`src/rtl/dili_decode_seq.sv`:
```
`timescale 1ns/1ps
// Job sequencer around the DILI sample decoder: latches config, pulses the decoder reset,
// streams host words in and buffers sample beats out. Optional checksum: DILI_SEQ_CHECKSUM_EN.
module dili_decode_seq #(
  parameter int OUTPUT_W = 4,
  parameter int COEFF_W  = 23,
  parameter int W        = 64,
  parameter int N_COEFF  = 256,
  parameter int NPOLY_W  = 4,
  parameter int RST_CYC  = 4,
  parameter int TIMEOUT  = 1023
) (
  input  logic                          clk,
  input  logic                          rst,
  input  logic                          start_i,
  input  logic                          abort_i,
  input  logic [2:0]                    sec_lvl_i,
  input  logic [2:0]                    encode_mode_i,
  input  logic [NPOLY_W-1:0]            num_poly_i,
  output logic                          busy_o,
  output logic                          done_o,
  output logic                          err_o,
  output logic [15:0]                   beat_cnt_o,
  input  logic                          in_valid_i,
  output logic                          in_ready_o,
  input  logic [W-1:0]                  in_data_i,
  output logic                          dec_rst_o,
  output logic [2:0]                    dec_sec_lvl_o,
  output logic [2:0]                    dec_mode_o,
  output logic                          dec_in_valid_o,
  input  logic                          dec_in_ready_i,
  output logic [W-1:0]                  dec_di_o,
  input  logic                          dec_out_valid_i,
  output logic                          dec_out_ready_o,
  input  logic [OUTPUT_W*COEFF_W-1:0]   dec_samples_i,
  output logic                          out_valid_o,
  input  logic                          out_ready_i,
  output logic [OUTPUT_W*COEFF_W-1:0]   out_data_o,
  output logic                          out_last_o
`ifdef DILI_SEQ_CHECKSUM_EN
  ,
  output logic [31:0]                   chk_o
`endif
);

  localparam int DW   = OUTPUT_W * COEFF_W;
  localparam int BPP  = N_COEFF / OUTPUT_W;
  localparam int WD_W = $clog2(TIMEOUT + 1);
  localparam int RC_W = $clog2(RST_CYC + 1);

  typedef enum logic [1:0] {IDLE, CLR, RUN, DONE} state_t;

  state_t            state;
  logic [15:0]       total;
  logic [15:0]       load_cnt;
  logic [RC_W-1:0]   rst_cnt;
  logic [WD_W-1:0]   wd_cnt;
  logic              run;
  logic              dec_hs;
  logic              host_hs;

  // A zero polynomial count still runs one polynomial.
  function automatic logic [15:0] calc_total(input logic [NPOLY_W-1:0] n);
    logic [15:0] p;
    p = (n == '0) ? 16'd1 : 16'(n);
    return p * 16'(BPP);
  endfunction

`ifdef DILI_SEQ_CHECKSUM_EN
  function automatic logic [31:0] fold32(input logic [DW-1:0] d);
    logic [31:0] f;
    f = '0;
    for (int i = 0; i < DW; i++) f[i % 32] = f[i % 32] ^ d[i];
    return f;
  endfunction
`endif

  always_comb begin
    run             = (state == RUN);
    busy_o          = (state != IDLE);
    in_ready_o      = run & dec_in_ready_i;
    dec_in_valid_o  = run & in_valid_i;
    dec_di_o        = run ? in_data_i : '0;
    dec_out_ready_o = run & (!out_valid_o | out_ready_i) & (load_cnt < total);
    dec_hs          = dec_out_valid_i & dec_out_ready_o;
    host_hs         = out_valid_o & out_ready_i;
  end

  always_ff @(posedge clk) begin
    if (rst) begin
      state         <= IDLE;
      dec_rst_o     <= 1'b1;
      dec_sec_lvl_o <= '0;
      dec_mode_o    <= '0;
      done_o        <= 1'b0;
      err_o         <= 1'b0;
      beat_cnt_o    <= '0;
      out_valid_o   <= 1'b0;
      out_data_o    <= '0;
      out_last_o    <= 1'b0;
      total         <= '0;
      load_cnt      <= '0;
      rst_cnt       <= '0;
      wd_cnt        <= '0;
`ifdef DILI_SEQ_CHECKSUM_EN
      chk_o         <= '0;
`endif
    end else if (abort_i) begin
      state       <= IDLE;
      dec_rst_o   <= 1'b1;
      done_o      <= 1'b0;
      out_valid_o <= 1'b0;
      out_last_o  <= 1'b0;
    end else begin
      done_o <= 1'b0;
      case (state)
        IDLE: begin
          if (start_i) begin
            dec_sec_lvl_o <= sec_lvl_i;
            dec_mode_o    <= encode_mode_i;
            total         <= calc_total(num_poly_i);
            err_o         <= 1'b0;
            beat_cnt_o    <= '0;
            load_cnt      <= '0;
            rst_cnt       <= '0;
`ifdef DILI_SEQ_CHECKSUM_EN
            chk_o         <= '0;
`endif
            state         <= CLR;
          end
        end
        CLR: begin
          if (rst_cnt == RC_W'(RST_CYC - 1)) begin
            dec_rst_o <= 1'b0;
            wd_cnt    <= '0;
            state     <= RUN;
          end else begin
            rst_cnt <= rst_cnt + RC_W'(1);
          end
        end
        RUN: begin
          if (host_hs) begin
            beat_cnt_o <= beat_cnt_o + 16'd1;
`ifdef DILI_SEQ_CHECKSUM_EN
            chk_o      <= {chk_o[30:0], chk_o[31]} ^ fold32(out_data_o);
`endif
          end
          // Job end and watchdog expiry both leave through DONE with the decoder reset.
          if (host_hs && out_last_o) begin
            state       <= DONE;
            done_o      <= 1'b1;
            dec_rst_o   <= 1'b1;
            out_valid_o <= 1'b0;
            out_last_o  <= 1'b0;
          end else if (!host_hs && wd_cnt == WD_W'(TIMEOUT - 1)) begin
            state       <= DONE;
            done_o      <= 1'b1;
            err_o       <= 1'b1;
            dec_rst_o   <= 1'b1;
            out_valid_o <= 1'b0;
            out_last_o  <= 1'b0;
          end else begin
            if (dec_hs) begin
              out_data_o  <= dec_samples_i;
              out_valid_o <= 1'b1;
              out_last_o  <= (load_cnt + 16'd1 == total);
              load_cnt    <= load_cnt + 16'd1;
            end else if (host_hs) begin
              out_valid_o <= 1'b0;
              out_last_o  <= 1'b0;
            end
            wd_cnt <= host_hs ? '0 : wd_cnt + WD_W'(1);
          end
        end
        DONE: state <= IDLE;
        default: state <= IDLE;
      endcase
    end
  end

endmodule

```
`config.mk`:
```
export PLATFORM = sky130hd
export DESIGN_NAME = dili_decode_seq
export DESIGN_NICKNAME = d
export VERILOG_FILES = /design/src/rtl/dili_decode_seq.sv
export SDC_FILE = /design/constraint.sdc
export NUM_CORES = 1
export LEC_CHECK = 0
export ABC_CLOCK_PERIOD_IN_PS = 3600
export CAP_MARGIN = 25
export CORE_ASPECT_RATIO = 0.6
export CORE_MARGIN = 1.5
export CORE_UTILIZATION = 41
export DETAILED_ROUTE_END_ITERATION = 8
export PLACE_DENSITY = 0.95
export SLEW_MARGIN = 20
export SYNTH_ARGS = -nofsm -noshare
export SYNTH_HDL_FRONTEND = slang
export SYNTH_SLANG_ARGS = --single-unit
```
`constraint.sdc`:
```
create_clock -name clk -period 3.6 [get_ports clk]
set_input_delay 0.36 -clock clk [delete_from_list [all_inputs] [get_ports clk]]
set_output_delay 0.36 -clock clk [all_outputs]
set_load 0.1 [all_outputs]
```
==> results.yml <==
run_status:
  status: "finished, final reports clean"
setup_path:
  crit_arrival_ps: 3550
  worstSetupEndpointType: "flip-flop"
  critPathMaxFanout: 84
  startpoint_type: "flip-flop"
  crit_type: "flip-flop to flip-flop"
  crit_required_ps: 3900
global_route:
  grt_pass1_vias: 6496
  grt_pass1_wl_mm: 33.6
  grtUsageTotal_pct: 24.2
  gr-total-overflow: 0
  grt_start_max_net_pins: 93
  antenna_found_initial: 0
floorplan:
  die_area_sq_um: 17400
  die_y_microns: 103
  start_util_pct: 41.9
  io_pins: 361
  dieWidth_microns: 169
  rows: 36
  core_sq_um: 16200
placed_design:
  gp_congestion: 0.879
  hpwl_mm: 16.4
  placed_area_sq_um: 10400
  port_buffers: 360
synthesis:
  synthesis.area_sq_um: 6790
  synth-edff-count: 0
  syn-mean-instance-area_sq_um: 7.99
  ys_ff_latch: 154
  yosys.area.top_type: "dfxtp_1"
  synth_top_area_share_pct: 45.4
  synth_fp_nets: 1036
  ys_seq_area_share_pct: 45.4
  syn-instance-count: 850
  synth-async-reset-ratio_pct: 0
  synth_area_leaders: "dfxtp_1, nand2_1, a21oi_1"
  ys_types: 52
  yosysWarnings: 0
  synth_ff_type: "dfxtp_1"
final_layout:
  syn_to_final_growth_pct: 61.5
  num_antenna_cells: 0
  drive_gt1_share_pct: 10.5
  fin_area_sq_um: 11000
  final_common_cell: "clkdlybuf4s50_1"
  nNetsFinal: 1368
  layout_common_cells: "clkdlybuf4s50_1, nand2_1, dfxtp_1"
sta:
  setup-tns-final_ps: 0
  finalCriticalPeriod_ps: 3260
  finalHoldViolCount: 0
  fmax_ghz: 0.307
  slew_violations: 0
  final.period_utilization_pct: 90.5
  setup_viol_count_final: 0
  skew_ps: 17.0
  worstMarginPinSlew_ps: 1050
  slew_headroom_pct: 30.0
  rsz0062_at_grt: "no"
detailed_routing:
  drc: 0
  drt_iter0_markers: 462
  wirelength_mm: 21.9
  wl_per_cell_microns: 15.6
  vias: 7066
  post_drt_via_cell_ratio: 5.03
  postRouteAntennaNets: 0
  drtPass1Iterations: 5
clocking:
  hold_buffers: 0
  numCtsBuffers: 17
  cts.sinks: 154
  cts_setup_buffers: 0
  clk_pin_slew_ps: 80
  cts_tree: "built"
  cts.htree.levels: 4
  cts_root_buf: "clkbuf_16"
  cts_buffer_depth: 2
  insertion_delay_ps: 410
  ctsResizeCount: 0
power:
  irDropWorstVdd_mv: 0.277
  p_leak_nw: 4.06
  total_power_mw: 3.99
  powerDensity_nw_per_um2: 364
worst_hold_path:
  hp-class: "flip-flop to flip-flop"
job:
  drv_cap: 0
[power by group]
part	internal [mW]	total (mW)	leakage [nW]	switching, mW
Combinational	0.224	0.470	2.53	0.246
Clock	1.01	1.80	0.295	0.795
Sequential	1.71	1.72	1.24	0.00754
[worst paths after layout]
check,end,from,depth (start not counted),slack (ps)
min,out_data_o[78],out_data_o[78],2,450
max,beat_cnt_o[14],state[0],9,340
max reg2reg,beat_cnt_o[14],state[0],9,340
min reg2reg,out_data_o[78],out_data_o[78],2,450
[critical path, stage by stage (launching register included)]
cell,delay (ps)
dfxtp_1,330
inv_1,110
ha_2,220
buf_4,560
nor2_1,250
a2111oi_4,610
nand4_2,320
or4_1,550
xor2_1,140
nor2_1,50
[state kept, by name, indices dropped and copies added, names as in the netlist, 2 cells and up]
| register | count |
|---|---|
| beat_cnt_o | 16 |
| load_cnt | 16 |
| wd_cnt | 10 |
| dec_mode_o | 3 |
| dec_sec_lvl_o | 3 |
| out_data_o | 92 |
| state | 2 |
| total | 4 |
| rst_cnt | 3 |
[cells by family (layout without fill, tap and decap cells)]
family,count (synthesis),after routing,share of synthesized area (%)
AOI/OAI and AO/OA,164,164,14.5
muxes,8,8,1.22
adders and majority gates,12,12,2.21
buffers and inverters,70,415,4.13
and+or+nand+nor,414,414,28.9
DFF,154,154,45.4
xor gates and xnor gates,28,28,3.61
[Yosys cell counts, types with 6 or more instances]
library cell,number
a21oi_1,116
a31oi_1,11
and2_1,78
buf_2,11
clkbuf_1,44
dfxtp_1,154
ha_1,12
inv_1,11
mux2i_1,6
nand2_1,222
nand2b_1,6
nand3_1,14
nand4_1,12
nor2_1,39
nor3_1,6
o21ai_0,8
xnor2_1,10
xor2_1,18
[through the flow]
step / cells / hold slack, ps / util [%] / setup WS, ps
final: 1404 / 451 / 67.6 / 344
after floorplan: 850 / 446 / - / 678
after global routing: 1404 / 466 / 67.6 / 57.5
after detailed placement: 1372 / 442 / 63.9 / 67.9
after global placement: 1372 / 436 / 63.9 / 249
after CTS: 1404 / 452 / 67.5 / 225
[routing by layer]
metal	vias to the layer above	global-route usage, %	wire, microns	part of all wire, %
met5	-	0	0	0
met2	276	40.2	10500	48
met1	3266	31.8	9560	44
met4	0	5.92	291	1.3
li1	3504	-	-	-
met3	20	6.14	1590	7.2
[area by class of cell]
type	instances	area, sq um
well taps	209	262
repair buffers	371	3540
clock inverters	14	155
clock buffers	18	439
inverters	12	45.0
fillers	1279	5250
flip-flops and latches	154	3080
multi-input cells	626	3440
(Power assumes the default switching activity.)
